[src/rtl/psk_symbol_mapper_pkg.sv]
// Shared encodings for the PSK symbol mapper and its constellation helper.
package psk_pkg;

    // Modulation mode encodings for configuration/status fields.
    localparam logic [1:0] MODE_BPSK = 2'd0;
    localparam logic [1:0] MODE_QPSK = 2'd1;
    localparam logic [1:0] MODE_MIX  = 2'd2;

    // Symbol-hold state machine encoding.
    typedef enum logic [0:0] {
        IDLE = 1'b0,
        HOLD = 1'b1
    } state_e;

    localparam int DEFAULT_IQ_W = 12;
    localparam int DEFAULT_AMP  = 1447;

    // BPSK replicates the I bit onto both axes; QPSK uses both raw bits.
    function automatic logic [1:0] select_bits(input logic [1:0] raw, input logic is_bpsk);
        logic [1:0] sel;
        if (is_bpsk) begin
            sel = {raw[1], raw[1]};
        end else begin
            sel = raw;
        end
        return sel;
    endfunction

endpackage

[src/rtl/psk_const_map.sv]
// Gray constellation mapper: {e, is_bpsk} -> signed {I, Q}. Purely combinational
// so the receiver-side decision reference can reuse it unchanged.
module psk_const_map
    import psk_pkg::*;
#(
    parameter int IQ_W = DEFAULT_IQ_W,
    parameter int AMP  = DEFAULT_AMP
) (
    input  logic [1:0]             e,
    input  logic                   is_bpsk,
    output logic signed [IQ_W-1:0] i_out,
    output logic signed [IQ_W-1:0] q_out
);

    localparam logic signed [IQ_W-1:0] POS_AMP = IQ_W'(AMP);
    localparam logic signed [IQ_W-1:0] NEG_AMP = -POS_AMP;

    // Bit 1 selects the I sign, bit 0 the Q sign; BPSK keeps Q on the axis.
    always_comb begin
        i_out = POS_AMP;
        q_out = {IQ_W{1'b0}};
        if (e[1]) begin
            i_out = NEG_AMP;
        end else begin
            i_out = POS_AMP;
        end
        if (is_bpsk) begin
            q_out = {IQ_W{1'b0}};
        end else if (e[0]) begin
            q_out = NEG_AMP;
        end else begin
            q_out = POS_AMP;
        end
    end

endmodule

[src/rtl/psk_symbol_mapper.sv]
// Takes one AXIS beat per symbol period, maps it to a BPSK/QPSK symbol and
// holds that symbol on I/Q for SPS clocks. Flags starvation inside a burst.
module psk_symbol_mapper
    import psk_pkg::*;
#(
    parameter int BYTES   = 1,
    parameter int IQ_W    = DEFAULT_IQ_W,
    parameter int SPS     = 8,
    parameter int AMP     = DEFAULT_AMP,
    parameter int DIFF_EN = 0
) (
    input  logic                   clk,
    input  logic                   rst,
    input  logic [BYTES*8-1:0]     data_tdata,
    input  logic                   data_tvalid,
    output logic                   data_tready,
    input  logic                   data_tlast,
    input  logic                   data_tuser,
    output logic signed [IQ_W-1:0] iq_i,
    output logic signed [IQ_W-1:0] iq_q,
    output logic                   iq_valid,
    output logic                   sym_strobe,
    output logic                   sym_is_bpsk,
    output logic                   sym_last,
    output logic                   underrun,
    input  logic                   clr_underrun
);

    localparam int              CNT_W    = (SPS > 2) ? $clog2(SPS) : 1;
    localparam logic [CNT_W-1:0] CNT_LAST = CNT_W'(SPS - 1);

    state_e                 state_q, state_d;
    logic [CNT_W-1:0]       cnt_q, cnt_d;
    logic [1:0]             prev_q, prev_d;
    logic signed [IQ_W-1:0] iq_i_q, iq_i_d;
    logic signed [IQ_W-1:0] iq_q_q, iq_q_d;
    logic                   iq_valid_q, iq_valid_d;
    logic                   strobe_q, strobe_d;
    logic                   bpsk_q, bpsk_d;
    logic                   last_q, last_d;
    logic                   underrun_q, underrun_d;

    logic                   tready_s;
    logic                   accept_s;
    logic [1:0]             b_s;
    logic [1:0]             prev_base_s;
    logic [1:0]             e_s;
    logic signed [IQ_W-1:0] map_i_s;
    logic signed [IQ_W-1:0] map_q_s;
    logic                   unused_tdata_s;

    assign unused_tdata_s = ^data_tdata[BYTES*8-1:2];

    // Ready comes only from registered state so the source sees no valid->ready path.
    always_comb begin
        tready_s = 1'b0;
        if (state_q == IDLE) begin
            tready_s = 1'b1;
        end else if (cnt_q == CNT_LAST) begin
            tready_s = 1'b1;
        end else begin
            tready_s = 1'b0;
        end
    end

    assign accept_s = data_tvalid && tready_s;

    // Bit selection and optional differential encoding; a burst restart from IDLE
    // encodes against zero instead of the stale history.
    always_comb begin
        b_s = select_bits(data_tdata[1:0], data_tuser);
        if (state_q == IDLE) begin
            prev_base_s = 2'b00;
        end else begin
            prev_base_s = prev_q;
        end
        if (DIFF_EN != 0) begin
            e_s = b_s ^ prev_base_s;
        end else begin
            e_s = b_s;
        end
    end

    psk_const_map #(
        .IQ_W (IQ_W),
        .AMP  (AMP)
    ) u_const_map (
        .e       (e_s),
        .is_bpsk (data_tuser),
        .i_out   (map_i_s),
        .q_out   (map_q_s)
    );

    // Next-state logic: load on accept, count while holding, drop to idle when starved.
    always_comb begin
        state_d    = state_q;
        cnt_d      = cnt_q;
        prev_d     = prev_q;
        iq_i_d     = iq_i_q;
        iq_q_d     = iq_q_q;
        iq_valid_d = iq_valid_q;
        strobe_d   = 1'b0;
        bpsk_d     = bpsk_q;
        last_d     = last_q;
        if (clr_underrun) begin
            underrun_d = 1'b0;
        end else begin
            underrun_d = underrun_q;
        end

        if (accept_s) begin
            state_d    = HOLD;
            cnt_d      = {CNT_W{1'b0}};
            iq_i_d     = map_i_s;
            iq_q_d     = map_q_s;
            iq_valid_d = 1'b1;
            strobe_d   = 1'b1;
            bpsk_d     = data_tuser;
            last_d     = data_tlast;
            if (data_tuser) begin
                prev_d = {e_s[1], e_s[1]};
            end else begin
                prev_d = e_s;
            end
        end else begin
            case (state_q)
                IDLE: begin
                    state_d = IDLE;
                end
                HOLD: begin
                    if (cnt_q == CNT_LAST) begin
                        state_d    = IDLE;
                        cnt_d      = {CNT_W{1'b0}};
                        iq_i_d     = {IQ_W{1'b0}};
                        iq_q_d     = {IQ_W{1'b0}};
                        iq_valid_d = 1'b0;
                        if (!last_q) begin
                            underrun_d = 1'b1;
                        end else begin
                            underrun_d = underrun_d;
                        end
                    end else begin
                        cnt_d = cnt_q + CNT_W'(1);
                    end
                end
                default: begin
                    state_d    = IDLE;
                    cnt_d      = {CNT_W{1'b0}};
                    iq_valid_d = 1'b0;
                end
            endcase
        end
    end

    // State and output registers with synchronous reset.
    always_ff @(posedge clk) begin
        if (rst) begin
            state_q    <= IDLE;
            cnt_q      <= {CNT_W{1'b0}};
            prev_q     <= 2'b00;
            iq_i_q     <= {IQ_W{1'b0}};
            iq_q_q     <= {IQ_W{1'b0}};
            iq_valid_q <= 1'b0;
            strobe_q   <= 1'b0;
            bpsk_q     <= 1'b0;
            last_q     <= 1'b0;
            underrun_q <= 1'b0;
        end else begin
            state_q    <= state_d;
            cnt_q      <= cnt_d;
            prev_q     <= prev_d;
            iq_i_q     <= iq_i_d;
            iq_q_q     <= iq_q_d;
            iq_valid_q <= iq_valid_d;
            strobe_q   <= strobe_d;
            bpsk_q     <= bpsk_d;
            last_q     <= last_d;
            underrun_q <= underrun_d;
        end
    end

    assign data_tready = tready_s;
    assign iq_i        = iq_i_q;
    assign iq_q        = iq_q_q;
    assign iq_valid    = iq_valid_q;
    assign sym_strobe  = strobe_q;
    assign sym_is_bpsk = bpsk_q;
    assign sym_last    = last_q;
    assign underrun    = underrun_q;

endmodule

[config.mk]
export PLATFORM = sky130hd
export DESIGN_NAME = psk_symbol_mapper
export DESIGN_NICKNAME = d
export VERILOG_FILES = /design/src/rtl/psk_symbol_mapper_pkg.sv /design/src/rtl/psk_const_map.sv /design/src/rtl/psk_symbol_mapper.sv
export SDC_FILE = /design/constraint.sdc
export NUM_CORES = 1
export LEC_CHECK = 0
export ABC_AREA = 1
export BUFFER_PORTS_ARGS = -buffer_cell sky130_fd_sc_hd__buf_2
export CORE_MARGIN = 5
export CORE_UTILIZATION = 30
export CTS_CLUSTER_SIZE = 14
export DETAILED_ROUTE_END_ITERATION = 6
export PLACE_DENSITY_LB_ADDON = 0.08
export SLEW_MARGIN = 20
export SYNTH_ARGS = -nofsm -noshare
export SYNTH_HDL_FRONTEND = slang
export SYNTH_SLANG_ARGS = --single-unit
[constraint.sdc]
create_clock -name clk -period 1.1 [get_ports clk]
set_input_delay 0.055 -clock clk [delete_from_list [all_inputs] [get_ports clk]]
set_output_delay 0.055 -clock clk [all_outputs]
set_load 0.02 [all_outputs]
==> reports/metrics.cfg <==
[clock_tree]
cts_buffers = 3
cts-htree-levels = 1
cts_sinks = 14
clockBufferDepth = 2
root_buffer = clkbuf_4
cts_tree = yes
insertion_delay_ps = 280
clk_pin_slew_ps = 90

[worst_hold_path]
whs_path_depth = 4
hp-start = clr_underrun
hold_end = underrun
hold_class = in2reg

[grt]
overflow = 0
grt_first_pass_wirelength_microns = 2456
grt_max_degree = 8
grt_pass1_vias = 581
antenna_found_initial = 0
grtUsageTotal_pct = 9.443

[yosys]
postSynthCellCount = 91
ys_seq_area_share_pct = 39.93
synthTopCellsByArea = dfxtp_1 40%, buf_4 20%, nand2_1 10%
yosysTopAreaCell = dfxtp_1
ys.warnings.count = 0
ys_ff_latch = 14
synth_area_sq_um = 701.9
synthDistinctLibCells = 13
syn_avg_cell_area_sq_um = 7.713
synth_top_area_share_pct = 39.93
synth_fp_nets = 108

[finish]
final_core_util_pct = 44.82
final_area_sq_mm = 0.001001
drive_gt1_share_pct = 55.00
diodes = 0
area_growth_pct = 42.60
nNetsFinal = 139
finalNonFillerCells = 148

[floorplanning]
start_util_pct = 31.43
core_sq_mm = 0.002233
row_count = 17
die_width_microns = 58.37
dieArea_sq_mm = 0.003407
dieHeight_microns = 58.37
pin_count = 44

[placement]
gp_congestion = 0.7133
post-place-ws_ps = -71.79
port_buffers = 37
placed_area_sq_um = 872.1
dp_hpwl_microns = 1236
dp.cells = 141

[routing]
drc = 0
initialDrtViolationCount = 12
detail-route-antenna-nets = 0
wl_microns = 1547
vias = 635
wl_per_cell_microns = 10.45
drtPass1Iterations = 4
routed_via_density = 4.291

[pwr]
p_seq_share_pct = 48.9
power.switching_uw = 366.3
power_density_mw_per_mm2 = 1135
power_leakage_nw = 0.5006
power.internal_uw = 770.0
switching_share_pct = 32.24
combinationalPowerShare_pct = 25.2
ir_drop_mv = 0.6643
p_total_mw = 1.136
p_clk_share_pct = 25.9

[run_status]
status = complete, but fails checks
violations = setup timing

[timing]
timing.hold.ws_ps = 34.97
skew_ps = 2.575
maxSlewHeadroom_pct = 79.93
setup-tns-final_ps = -1914
worstMarginPinSlew_ps = 300.7
maxSlewViolCount = 0
finalSetupViolCount = 14
min_period_ps = 1345
hold_violations = 0
timing.fmax_mhz = 743.4
rsz0062_at_grt = true
layout_setup_ws_ps = -245.2
fin_crit_sh_pct = 122.3

[critical_path]
worstReg2RegEnd = sym_is_bpsk
path_buf_inv = 3
startpoint_type = register
rrSetupSlack_ps = -170
reg2reg_depth = 8
cpMaxStageDelayCell = dfxtp_2
max_stage_delay_ps = 340
cp_max_fo = 2
critPathKind = reg2out
path_cells = ha_4 > ha_4 > inv_4 > nand2_8 > buf_6 > buf_6
critPathRequiredTime_ps = 1040
critical_path.top_delay_family = flip-flops
crit_arrival_ps = 1290
r2r-start = cnt_q[1]
end_kind = output pin

[run]
max_cap_viol_count = 0

-- final cells by class --
class / count / area, sq um
Clock buffer: 3 / 22.52
Fill cell: 232 / 1232
Inverter: 10 / 40.04
Multi-Input combinational cell: 48 / 360.3
Sequential cell: 14 / 282.8
Tap cell: 28 / 35.03
Timing Repair Buffer: 45 / 260.3
-- how the worst max path moves through the flow --
stage	start	to	slack, ps	depth (start not counted)
after floorplan	cnt_q[0]	iq_i[10]	-40	8
after CTS	cnt_q[0]	data_tready	-260	6
after global routing	cnt_q[1]	data_tready	-290	6
after global placement	cnt_q[0]	iq_q[0]	-100	5
after detailed placement	cnt_q[1]	iq_q[0]	-70	5
final	cnt_q[0]	data_tready	-250	6
-- what timing repair did --
item | in CTS | in global routing
gates resized for setup | 12 | 5
endpoints found under the hold margin | 2 | 0
buffers inserted | 2 | 0
setup endpoints to repair | 13 | 15
pin swaps | 5 | 2
hold buffers | 2 | 0
-- tightest hold or removal path: stages --
cell and delay [ps]:
buf_2 70, inv_1 30, nand2_1 60, a21oi_2 50
-- synth_stat cells --
master and count:
o21ai_1 4, nand2_1 19, nand3_1 3, a21oi_1 8, nand4_1 2, nor3_1 1, inv_1 10, nor2_1 4
dfxtp_1 14, nor2_2 1, ha_1 3, buf_4 19, nand2_2 3
-- metal layers --
metal	GRT usage, %	vias up	share of wire (%)
met2	14.67	27	47
li1	-	327	-
met3	2.412	2	10
met5	0	-	0
met4	5.960	0	0.84
met1	11.56	279	42
-- cells by family (layout without fill, tap and decap cells) --
kind of cell / Yosys count / in the layout / share of synthesized area, %
and+or+nand+nor: 33 / 33 / 20.50
adders and majority gates: 3 / 3 / 5.348
DFF: 14 / 14 / 39.93
AOI/OAI and AO/OA: 12 / 12 / 8.556
buffers and inverters: 29 / 58 / 25.67
-- flip-flops by register name (all words and copies together) (netlist names) --
signal       flops
state_q          1
sym_last         1
iq_i             3
iq_q             3
sym_is_bpsk      1
underrun         1
cnt_q            3
sym_strobe       1
-- power by group through the flow --
stage / clock (mW) / combinational, mW / sequential [mW]
5_1_grt: 0.323 / 0.309 / 0.561
6_report: 0.294 / 0.287 / 0.555
3_3_place_gp: 0 / 0.251 / 0.566
4_1_cts: 0.308 / 0.275 / 0.556
3_5_place_dp: 0 / 0.250 / 0.567
2_1_floorplan: 0 / 0.165 / 0.596
-- cells in the final DEF, fill, tap and decap left out --
cell,n
dfxtp_2,2
ha_4,2
clkbuf_4,3
nand3_1,3
buf_6,2
nor3_1,1
nand4_1,2
nor2_1,3
a21oi_2,4
a21oi_1,3
o21ai_2,1
dlygate4sd3_1,2
ha_1,1
inv_4,1
nand2_8,3
buf_4,5
nand2_2,4
a21oi_4,1
nor2_4,2
inv_1,9
buf_2,36
dfxtp_1,12
o21ai_1,3
nand2_1,15
Power figures use the tool's default switching activity.
